[config.mk]
export PLATFORM = sky130hd
export DESIGN_NAME = serial_alu_seq
export DESIGN_NICKNAME = d
export VERILOG_FILES = /design/src/rtl/serial_alu_seq_pkg.sv /design/src/rtl/serial_alu_bit.sv /design/src/rtl/serial_alu_seq.sv
export SDC_FILE = /design/constraint.sdc
export NUM_CORES = 1
export LEC_CHECK = 0
export CAP_MARGIN = 10
export CORE_MARGIN = 2
export CORE_UTILIZATION = 33
export CTS_CLUSTER_DIAMETER = 60
export CTS_CLUSTER_SIZE = 14
export DETAILED_ROUTE_END_ITERATION = 10
export PLACE_DENSITY = 0.6
export SLEW_MARGIN = 5
export SYNTH_ARGS = -nofsm -noshare
export SYNTH_HDL_FRONTEND = slang
export SYNTH_SLANG_ARGS = --single-unit
export TNS_END_PERCENT = 50
[constraint.sdc]
create_clock -name clk -period 2.8 [get_ports clk]
set_clock_uncertainty 0.2 [all_clocks]
set_input_delay 0.56 -clock clk [delete_from_list [all_inputs] [get_ports clk]]
set_output_delay 0.56 -clock clk [all_outputs]
set_load 0.01 [all_outputs]
[src/rtl/serial_alu_seq_pkg.sv]
// rtl/serial_alu_seq_pkg.sv - shared constants and types for the bit-serial ALU sequencer
//
// Holds the ALU control codes seen on alu_ctl, the 1-bit slice op encodings,
// the sequencer FSM state type and the default datapath width.
package serial_alu_seq_pkg;

    localparam int DEF_WIDTH = 24;
    localparam int DEF_CTL_W = 3;

    // ALU control codes
    localparam logic [2:0] CTL_AND = 3'b000;
    localparam logic [2:0] CTL_OR  = 3'b001;
    localparam logic [2:0] CTL_ADD = 3'b010;
    localparam logic [2:0] CTL_SUB = 3'b110;
    localparam logic [2:0] CTL_SLT = 3'b111;

    // 1-bit slice result mux select
    localparam logic [1:0] OP_AND  = 2'b00;
    localparam logic [1:0] OP_OR   = 2'b01;
    localparam logic [1:0] OP_ADD  = 2'b10;
    localparam logic [1:0] OP_LESS = 2'b11;

    typedef enum logic [1:0] {
        ST_IDLE = 2'd0,
        ST_RUN  = 2'd1,
        ST_DONE = 2'd2
    } state_t;

endpackage

[src/rtl/serial_alu_bit.sv]
// rtl/serial_alu_bit.sv - 1-bit ALU slice (B-invert, full adder, 4:1 result mux)
//
// Ports:
//   a, b     operand bits
//   binvert  invert b before use (subtract / compare)
//   cin      carry into this bit
//   less     value passed through when op selects OP_LESS
//   op       result select: AND, OR, ADD, LESS
//   res      selected result bit
//   cout     full-adder carry out
module serial_alu_bit
    import serial_alu_seq_pkg::*;
(
    input  logic       a,
    input  logic       b,
    input  logic       binvert,
    input  logic       cin,
    input  logic       less,
    input  logic [1:0] op,
    output logic       res,
    output logic       cout
);

    logic bb;
    logic sum;

    assign bb   = b ^ binvert;
    assign sum  = a ^ bb ^ cin;
    assign cout = (a & bb) | (a & cin) | (bb & cin);

    always_comb begin
        res = 1'b0;
        case (op)
            OP_AND:  res = a & bb;
            OP_OR:   res = a | bb;
            OP_ADD:  res = sum;
            OP_LESS: res = less;
            default: res = 1'b0;
        endcase
    end

endmodule

[src/rtl/serial_alu_seq.sv]
// rtl/serial_alu_seq.sv - bit-serial ALU sequencer driving a single 1-bit slice
//
// Ports:
//   clk, rst            clock, synchronous active-high reset
//   in_valid/in_ready   request handshake carrying alu_ctl, a, b
//   out_valid/out_ready result handshake carrying result, carry_out, overflow, zero
// One operand bit per clock is fed LSB-first into serial_alu_bit; the result
// word is valid WIDTH edges after the accept edge.
module serial_alu_seq
    import serial_alu_seq_pkg::*;
#(
    parameter int WIDTH = DEF_WIDTH,
    parameter int CTL_W = DEF_CTL_W
) (
    input  logic             clk,
    input  logic             rst,
    input  logic             in_valid,
    output logic             in_ready,
    input  logic [CTL_W-1:0] alu_ctl,
    input  logic [WIDTH-1:0] a,
    input  logic [WIDTH-1:0] b,
    output logic             out_valid,
    input  logic             out_ready,
    output logic [WIDTH-1:0] result,
    output logic             carry_out,
    output logic             overflow,
    output logic             zero
);

    localparam int CNT_W = (WIDTH > 1) ? $clog2(WIDTH) : 1;
    localparam logic [CNT_W-1:0] LAST = CNT_W'(WIDTH - 1);

    state_t           state;
    logic [WIDTH-1:0] a_sh;
    logic [WIDTH-1:0] b_sh;
    logic [CTL_W-1:0] ctl_q;
    logic             carry_q;
    logic [CNT_W-1:0] cnt;

    logic             is_add, is_sub, is_slt, is_and, is_or;
    logic             binv;
    logic [1:0]       op;
    logic             cin_init;
    logic             s_res, s_cout;

    logic             res_bit;
    logic [WIDTH-1:0] res_next;
    logic             ovf_msb;
    logic             slt_bit;
    logic [WIDTH-1:0] fin_result;
    logic             fin_co, fin_ov, fin_zero;

    assign in_ready  = (state == ST_IDLE) && !rst;
    assign out_valid = (state == ST_DONE);

    always_comb begin
        is_add   = (ctl_q == CTL_W'(CTL_ADD));
        is_sub   = (ctl_q == CTL_W'(CTL_SUB));
        is_slt   = (ctl_q == CTL_W'(CTL_SLT));
        is_and   = (ctl_q == CTL_W'(CTL_AND));
        is_or    = (ctl_q == CTL_W'(CTL_OR));
        binv     = is_sub | is_slt;
        op       = OP_AND;
        if (is_or)
            op = OP_OR;
        else if (is_add | is_sub | is_slt)
            op = OP_ADD;
        cin_init = (alu_ctl == CTL_W'(CTL_SUB)) || (alu_ctl == CTL_W'(CTL_SLT));
    end

    serial_alu_bit u_bit (
        .a       (a_sh[0]),
        .b       (b_sh[0]),
        .binvert (binv),
        .cin     (carry_q),
        .less    (1'b0),
        .op      (op),
        .res     (s_res),
        .cout    (s_cout)
    );

    // Result bits enter at the MSB and shift down, so after WIDTH shifts the
    // bit produced at k=0 sits in result[0].
    assign res_bit  = is_slt ? 1'b0 : s_res;
    assign res_next = {res_bit, result[WIDTH-1:1]};
    // carry_q still holds the carry into the MSB while the last bit is processed
    assign ovf_msb  = carry_q ^ s_cout;
    assign slt_bit  = s_res ^ ovf_msb;

    always_comb begin
        fin_result = '0;
        fin_co     = 1'b0;
        fin_ov     = 1'b0;
        fin_zero   = 1'b1;
        if (is_add | is_sub) begin
            fin_result = res_next;
            fin_co     = s_cout;
            fin_ov     = ovf_msb;
            fin_zero   = (res_next == '0);
        end else if (is_slt) begin
            fin_result = {{(WIDTH-1){1'b0}}, slt_bit};
            fin_co     = s_cout;
            fin_zero   = !slt_bit;
        end else if (is_and | is_or) begin
            fin_result = res_next;
            fin_zero   = (res_next == '0);
        end
    end

    always_ff @(posedge clk) begin
        if (rst) begin
            state     <= ST_IDLE;
            a_sh      <= '0;
            b_sh      <= '0;
            ctl_q     <= '0;
            carry_q   <= 1'b0;
            cnt       <= '0;
            result    <= '0;
            carry_out <= 1'b0;
            overflow  <= 1'b0;
            zero      <= 1'b1;
        end else begin
            case (state)
                ST_IDLE: begin
                    if (in_valid) begin
                        a_sh    <= a;
                        b_sh    <= b;
                        ctl_q   <= alu_ctl;
                        carry_q <= cin_init;
                        cnt     <= '0;
                        state   <= ST_RUN;
                    end
                end
                ST_RUN: begin
                    a_sh    <= a_sh >> 1;
                    b_sh    <= b_sh >> 1;
                    carry_q <= s_cout;
                    if (cnt == LAST) begin
                        result    <= fin_result;
                        carry_out <= fin_co;
                        overflow  <= fin_ov;
                        zero      <= fin_zero;
                        state     <= ST_DONE;
                    end else begin
                        result <= res_next;
                        cnt    <= cnt + 1'b1;
                    end
                end
                ST_DONE: begin
                    if (out_ready)
                        state <= ST_IDLE;
                end
                default: state <= ST_IDLE;
            endcase
        end
    end

endmodule

Word level (Yosys, flattened, before mapping)
Cells that the tools add are included.
{"block": "op_classes", "add_sub_neg": 1, "n_eq_ne": 16, "mux": 27, "n_bitwise": 15, "n_reduce_logical": 14}
{"cell": "24-bit 2-to-1 mux", "n": 6}
{"cell": "24-bit case mux with 2 select lines", "n": 2}
{"cell": "24-bit zero test", "n": 1}
{"cell": "3-bit equality test, second input constant", "n": 4}
{"cell": "2-bit 2-to-1 mux", "n": 5}
{"cell": "5-bit 2-to-1 mux", "n": 2}
{"cell": "5-bit case mux with 2 select lines", "n": 1}
{"cell": "1-bit 2-to-1 mux", "n": 8}
{"cell": "1-bit bitwise OR", "n": 7}
{"cell": "2-bit equality test, second input constant", "n": 3}
{"cell": "2-bit inequality test, second input constant", "n": 3}
{"cell": "2-bit case mux with 3 select lines", "n": 1}
{"cell": "2-bit AND reduction", "n": 3}
{"cell": "3-bit AND reduction", "n": 2}
{"cell": "5-bit by 1-bit adder with 5-bit output, second input constant", "n": 1}
{"cell": "5-bit equality test, second input constant", "n": 1}
{"cell": "1-bit bitwise XOR", "n": 5}
{"cell": "2-bit by 1-bit equality test with 1-bit output, second input constant", "n": 2}
{"cell": "2-bit zero test", "n": 2}
{"cell": "1-bit case mux with 4 select lines", "n": 1}
{"cell": "1-bit AND", "n": 3}
{"cell": "3-bit by 1-bit equality test with 1-bit output, second input constant", "n": 1}
{"cell": "3-bit by 2-bit equality test with 1-bit output, second input constant", "n": 1}
{"cell": "3-bit zero test", "n": 1}
{"cell": "6 further kinds", "n": 7}
{"block": "word_totals", "reg_bits": 86, "inputBits": 55}

Depth between registers and ports, before layout
Gate-level depths: netlist of the first run.
{"block": "logic_depth", "word_depth": 12, "depth_mapped": 10, "depth_no_buf": 9}

Hierarchy
From an unflattened synthesis of the first run, not the netlist that was laid out.
{"block": "unflattened", "cells_unflattened": 448, "area_unflattened_um2": 3968.8}
{"module": "serial_alu_seq", "n_inst": 1, "cells_each": 440, "area_each_um2": 3881.2, "seq_area_each_um2": 1721.7}
{"module": "serial_alu_bit", "n_inst": 1, "cells_each": 8, "area_each_um2": 87.6, "seq_area_each_um2": 0.0}

Worst setup path after synthesis of the first run
No wires, ideal clock.
{"block": "synth_path", "path_kind": "reg2reg", "from": "register ctl_q[1]", "to": "register zero", "setup_time_ps": 67, "arrival_ps": 2247, "required_time_ps": 2533, "path_slack_ps": 286, "path_stages_with_launch": 11, "path_cell_list": "dfxtp_1 buf_6 nand2_1 xnor2_1 inv_1 fa_1 nor2b_4 a211o_1 and4b_1 or3_1 o21ai_2"}
{"block": "synth_between", "elab_chain_cells": 12, "word_cells_on_any_way": 32}
{"item": "start: declaration", "line": "serial_alu_seq.sv:36", "rtl": "logic [CTL_W-1:0] ctl_q;"}
{"item": "start signal: assignment", "line": "serial_alu_seq.sv:128", "rtl": "ctl_q <= alu_ctl;"}
{"item": "3-bit by 2-bit equality test with 1-bit output / 3-bit equality test (equally long branches)", "line": "serial_alu_seq.sv:57, serial_alu_seq.sv:58"}
{"item": "1-bit bitwise OR", "line": "serial_alu_seq.sv:66, serial_alu_seq.sv:95"}
{"item": "1-bit bitwise OR", "line": "serial_alu_seq.sv:66", "rtl": "else if (is_add | is_sub | is_slt)"}
{"item": "2-bit 2-to-1 mux", "line": "serial_alu_seq.sv:66"}
{"item": "2-bit 2-to-1 mux", "line": "serial_alu_seq.sv:64", "rtl": "if (is_or)"}
{"item": "2-bit equality test, or another cell as far along", "line": "serial_alu_bit.sv:33", "rtl": "case (op)"}
{"item": "1-bit case mux with 4 select lines", "line": "serial_alu_bit.sv:33"}
{"item": "1-bit 2-to-1 mux", "line": "serial_alu_seq.sv:84", "rtl": "assign res_bit = is_slt ? 1'b0 : s_res;"}
{"item": "24-bit zero test", "line": "serial_alu_seq.sv:99, serial_alu_seq.sv:106"}
{"item": "1-bit 2-to-1 mux", "line": "serial_alu_seq.sv:104", "rtl": "end else if (is_and | is_or) begin"}
{"item": "1-bit 2-to-1 mux", "line": "serial_alu_seq.sv:100", "rtl": "end else if (is_slt) begin"}
{"item": "1-bit 2-to-1 mux (*)", "line": "serial_alu_seq.sv:95", "rtl": "if (is_add | is_sub) begin"}
{"item": "end signal: assignment", "line": "serial_alu_seq.sv:142", "rtl": "zero <= fin_zero;"}
{"item": "end: declaration", "line": "serial_alu_seq.sv:27", "rtl": "output logic zero"}
Every way passes the cells marked *; elsewhere a longest branch is shown, timed or not.
A chain may end at the register's enable or synchronous reset.

Worst setup path after layout of the first run
{"block": "layout_path", "from": "register ctl_q[2]", "to": "register zero"}
Same word-level chain as after synthesis.

==> results of run 1 <==
[placed cells by master, fill, tap and decap left out, types with 2 or more instances in the layout]
cell / Yosys / layout
nor2b_1: 3 / 2
nand2_1: 61 / 61
o21ai_0: 3 / 3
clkdlybuf4s50_1: 0 / 82
buf_4: 0 / 9
nand3_1: 4 / 4
nand2b_1: 2 / 2
inv_1: 5 / 5
xor2_1: 4 / 4
a21oi_1: 58 / 58
and4b_1: 2 / 2
nor2b_4: 1 / 2
nor4_1: 7 / 7
inv_6: 0 / 2
nor2_1: 34 / 33
clkbuf_8: 0 / 9
nand4_1: 3 / 3
ha_1: 3 / 3
nor3_1: 7 / 7
dfxtp_1: 86 / 86
a22oi_1: 69 / 69
[routing by layer]
metal / share of wire (%) / wire length [µm] / up-vias / track usage [%]
li1: - / - / 1571 / -
met2: 44 / 3820 / 69 / 22.4
met3: 5.0 / 432 / 10 / 5.15
met1: 50 / 4330 / 1488 / 22.8
met4: 1.2 / 105 / 0 / 4.79
met5: 0 / 0 / - / 0
[per-stage QoR]
stage / hold WS [ns] / setup slack, ns / util [%]
finish: 0.259 / 0.191 / 45.2
global route: 0.278 / 0.0485 / 45.2
CTS: 0.262 / 0.169 / 45.1
detailed placement: 0.249 / 0.192 / 43.1
global placement: 0.243 / 0.262 / 43.1
floorplan: 0.237 / 0.286 / -
[worst register-to-register path, cell delays in order, from the launching register on]
cell     delay [ns]
dfxtp_1        0.39
nand2_1        0.11
xnor2_2        0.15
inv_1          0.10
fa_1           0.56
nor2b_4        0.04
a211o_1        0.32
and4b_1        0.21
or3_1          0.36
o21ai_2        0.12
[kinds of logic after synthesis]
logic type               share of synthesized area, %
AO/OA/AOI/OAI                                    25.7
adder cells (fa/ha/maj)                          1.67
XOR/XNOR                                         1.27
AND/OR/NAND/NOR                                  16.4
flip-flops                                       49.8
buffers and inverters                            4.78
multiplexers                                    0.326
[layout make-up]
| class | count | area (µm²) | share of cell area [%] |
|---|---|---|---|
| clock buffer | 10 | 128 | 2.76 |
| clock inverter | 6 | 68.8 | 1.49 |
| inverter | 5 | 18.8 | 0.406 |
| multi-input combinational | 275 | 1600 | 34.7 |
| sequential | 86 | 1720 | 37.2 |
| tap | 136 | 170 | 3.68 |
| timing repair buffer | 93 | 913 | 19.8 |
[path summary, 6_finish.rpt]
path | slack (ns) | from | depth (start not counted) | endpoint
setup / recovery | 0.19 | ctl_q[2] | 9 | zero
hold / removal | 0.26 | a_sh[9] | 2 | a_sh[9]
setup reg to reg | 0.19 | ctl_q[2] | 9 | zero
hold reg to reg | 0.26 | a_sh[9] | 2 | a_sh[9]
[power by group]
group	switching, mW	internal (mW)
logic	0.178	0.153
clock network	0.451	0.419
registers	0.0322	1.28
[state kept, by name, summed over array words and instances, names as in the netlist, 2 cells and up]
| signal | count |
|---|---|
| a_sh | 24 |
| b_sh | 24 |
| cnt | 5 |
| ctl_q | 3 |
| result | 24 |
| state | 2 |
[timing repair]
item	in CTS	in global routing
gates resized for setup	0	2
hold endpoints to repair	0	0
setup endpoints to repair	0	2
hold buffers	0	0
==> flow_summary.ini, run 1 <==
[run_status]
outcome = completed

[final_layout]
insertedDiodeCount = 0
area_delta_synth_final_pct = 33.7
design_area_um2 = 4620
nFillCells = 1005
drive_gt1_share_pct = 7.58
stdcell_count = 611
fin_nets = 529

[global_route]
overflow = 0
antenna_found_initial = 0
grt_start_max_net_pins = 88
track_usage_pct = 15.8
first_global_vias = 2938
grt_pass1_wl_um = 14400

[yosys]
synth_area_leaders = dfxtp_1, a22oi_1, a21oi_1
synth_flop_cell = dfxtp_1
syn_nets = 458
netlist_area_um2 = 3460
synth_area_leader_cell = dfxtp_1
synth.most_common_cell = dfxtp_1
syn_avg_cell_area_um2 = 8.66
yosys_warnings = 0
synth_edf_count = 0
synth_cell_types = 35
synth_cells = 399
synthArstFlopShare_pct = 0
seq_area_frac_synth_pct = 49.8
yosys.area.top_type_share_pct = 49.8
ys_seq_elements = 86
synthTopCellsByCount = dfxtp_1, a22oi_1, nand2_1

[pwr]
p_total_mw = 2.51
p_leak_nw = 1.63
power-per-cell-area_nw_per_um2 = 544
ir_drop_mv = 0.226

[place]
dp_hpwl_um = 5630
dp_cells = 595
place_congestion = 0.746
port_buffers = 83
postPlaceCellArea_um2 = 4410

[critical_path]
cp_top_family = simple AND/OR/NAND/NOR gates
crit_path_top_delay_cell = fa_1
crit_arrival_ns = 2.69
worstPathMaxFanout = 5
start_kind = flop
crit_type = reg2reg
path_buf_inv = 1
worstPathCellList = nand2_1 > xnor2_2 > inv_1 > fa_1 > nor2b_4 > a211o_1 > and4b_1 > or3_1 > o21ai_2
required_ns = 2.88
cp-end-kind = flop
cp_slowest_stage_delay_ns = 0.56

[clock_network]
cts_made_buffers = 9
clk_latency_ns = 0.35
cts_tree = built
cts-htree-levels = 3
clock_sinks = 86
post_cts_buffers = 0
clockBufferDepth = 2
cts.clk_slew.worst_paths_ns = 0.09
clock-root-buffer = clkbuf_8

[timing]
slew_headroom_pct = 31.7
maxSlewViolCount = 0
worst_pin_slew_ns = 1.02
post-route-period-util_pct = 93.2
setup_violations = 0
grt_setup_unrepaired = false
clock.fmax_mhz = 383
fin_tns_setup_ns = 0
hold_violations = 0
finalCriticalPeriod_ns = 2.61

[die]
dieHeight_um = 106
ios = 84
core_area_um2 = 10200
fp.dieArea_um2 = 11300
die_w_um = 106
initial_core_util_pct = 33.8
rows = 37

[min_path]
hold_path_class = reg2reg

[routing]
first_pass_iters = 5
viasPerCell = 5.14
wirelength_um = 8690
vias = 3138
ant_nets = 0
drc = 0
drtIter0Drc = 209
wire_per_inst_um = 14.2

[run]
cap_violations = 0
No activity file was read; power rests on OpenSTA's default activity.
==> run 2, diff against run 1 <==
--- a/config.mk
+++ b/config.mk
@@ -5,13 +5,14 @@
 export SDC_FILE = /design/constraint.sdc
 export NUM_CORES = 1
 export LEC_CHECK = 0
+export ABC_AREA = 1
 export CAP_MARGIN = 10
 export CORE_MARGIN = 2
 export CORE_UTILIZATION = 33
 export CTS_CLUSTER_DIAMETER = 60
 export CTS_CLUSTER_SIZE = 14
 export DETAILED_ROUTE_END_ITERATION = 10
-export PLACE_DENSITY = 0.6
+export PLACE_DENSITY = 0.59
 export SLEW_MARGIN = 5
 export SYNTH_ARGS = -nofsm -noshare
 export SYNTH_HDL_FRONTEND = slang
==> flow_summary.ini, run 2 <==
[run_status]
outcome = completed

[routing]
drc = 0
first_pass_iters = 6
vias = 3304
wire_per_inst_um = 12.3
viasPerCell = 4.80
drtIter0Drc = 256
ant_nets = 0
wirelength_um = 8480

[global_route]
antenna_found_initial = 0
grt_start_max_net_pins = 83
track_usage_pct = 14.4
overflow = 0
first_global_vias = 3035
grt_pass1_wl_um = 13800

[die]
initial_core_util_pct = 33.9
ios = 84
die_w_um = 110
fp.dieArea_um2 = 12000
dieHeight_um = 110
core_area_um2 = 10800
rows = 38

[final_layout]
multi_input_area_um2 = 1550
insertedDiodeCount = 0
drive_gt1_share_pct = 7.47
layout_commonest_cell = nand2_1
stdcell_count = 689
ff_latch_area_um2 = 1720
fin_nets = 603
reg_top3 = a_sh x24, b_sh x24, result x24
final_cell_mix = nand2_1, dfxtp_1, clkdlybuf4s50_1, inv_1, a21oi_1
nFillCells = 1138
area_delta_synth_final_pct = 29.3
utilization_pct = 43.9

[yosys]
synth_flop_cell = dfxtp_1
synthArstFlopShare_pct = 0
yosys_warnings = 0
syn_avg_cell_area_um2 = 7.76
seq_area_frac_synth_pct = 46.8
synth_area_leader_cell = dfxtp_1
synth_edf_count = 0
synth_cells = 474
yosys.area.top_type_share_pct = 46.8
syn_nets = 533
synth_area_leaders = dfxtp_1, nand2_1, a22oi_1
ys_seq_elements = 86
netlist_area_um2 = 3680
synth.most_common_cell = nand2_1
synth_cell_types = 32
synthTopCellsByCount = nand2_1, dfxtp_1, inv_1

[critical_path]
crit_arrival_ns = 1.56
path_buf_inv = 2
worstPathCellList = inv_2 > nand2_2 > nor2_1 > clkdlybuf4s50_1
worstPathMaxFanout = 2
cp_slowest_stage_delay_ns = 0.59
crit_path_top_delay_cell = clkdlybuf4s50_1
cp-end-kind = output port
start_kind = flop
crit_type = reg2out
cp_top_family = buffers and inverters
required_ns = 2.04

[pwr]
intPower_mw = 1.85
sequentialPowerShare_pct = 51.7
p_total_mw = 2.54
p_leak_nw = 1.71
ir_drop_mv = 0.283
net-switching-power_mw = 0.685
pwr-share-comb_pct = 13.2
pwr-share-clk_pct = 35.1
power-per-cell-area_nw_per_um2 = 533
switching_share_pct = 27.0

[clock_network]
cts-htree-levels = 3
cts_made_buffers = 9
clock-root-buffer = clkbuf_8
clk_latency_ns = 0.35
clock_sinks = 86
cts.clk_slew.worst_paths_ns = 0.09
clockBufferDepth = 2
post_cts_buffers = 0
cts_tree = built
ctsHoldBuffers = 0
cts.repair.resized = 0

[min_path]
hold_path_class = reg2reg

[timing]
fin_tns_setup_ns = 0
slew_headroom_pct = 30.6
clock.fmax_mhz = 431
post-route-period-util_pct = 82.9
worst_pin_slew_ns = 1.04
grt_setup_unrepaired = false
hold_violations = 0
maxSlewViolCount = 0
setup_violations = 0
finalCriticalPeriod_ns = 2.32

[run]
cap_violations = 0

[place]
place_congestion = 0.777
dp_hpwl_um = 5720
dp_cells = 673
port_buffers = 83
[run 2: cell types whose count changed in the layout (fill, tap and decap cells not counted), moves of 3 or more]
cell     before  now
nor3_1        7    2
nand3_1       4    7
nand2_1      61   94
inv_2         0    9
a21oi_1      58   53
a31oi_1       0    8
nand2_2       0    3
inv_1         5   58
buf_4         9    5
nor4_1        7    3
a22oi_1      69   39
o22ai_1       0   22
[run 2: worst paths after layout]
| kind | start | to | slack [ns] | cells after the start |
|---|---|---|---|---|
| hold reg to reg | a_sh[23] | a_sh[23] | 0.27 | 2 |
| setup / recovery | state[1] | in_ready | 0.48 | 4 |
| setup reg to reg | ctl_q[1] | zero | 0.53 | 10 |
| hold / removal | a_sh[23] | a_sh[23] | 0.27 | 2 |
[run 2: cells by family after synthesis]
kind of cell,Yosys count,share of synthesized area [%]
simple gates,155,18.0
xor+xnor,3,0.714
compound gates,130,21.8
flops,86,46.8
fa+ha+maj,4,1.56
buf+inv,96,11.1
[run 2: worst reg2reg max path: cells and delay by family, from the launching register on]
family                   cells  cell delay [ns]
AND/OR/NAND/NOR              5             0.52
adder cells (fa/ha/maj)      1             0.48
flip-flops                   1             0.39
XOR/XNOR                     1             0.29
AO/OA/AOI/OAI                2             0.23
buffers and inverters        1             0.06
[run 2: metal layers]
metal	vias to the layer above	routed length, µm	global-route usage [%]
li1	1710	-	-
met1	1516	4040	19.4
met2	71	3930	23.1
met3	7	396	2.37
met4	0	114	5.42
met5	-	0	0
[run 2: area by class of cell]
type / count / area share [%]
clock inverters: 6 / 1.47
well taps: 140 / 3.68
inverters: 67 / 5.28
repair buffers: 88 / 18.1
clock buffers: 10 / 2.68
multi-input cells: 292 / 32.6
flip-flops and latches: 86 / 36.2
[run 2: through the flow]
stage               cell area (µm²)  hold WS, ns  worst slack (ns)
floorplan                      3680        0.239             0.724
finish                         4760        0.267             0.478
CTS                            4760        0.270             0.454
global route                   4760        0.288             0.371
global placement               4560        0.251             0.314
detailed placement             4560        0.256             0.305
[run 2: power by group through the flow]
stage / clock, mW / sequential [mW] / combinational, mW
CTS: 0.917 / 1.31 / 0.340
global route: 0.970 / 1.32 / 0.376
finish: 0.889 / 1.31 / 0.336
detailed placement: 0 / 1.34 / 0.338
global placement: 0 / 1.34 / 0.335
floorplan: 0 / 1.33 / 0.223
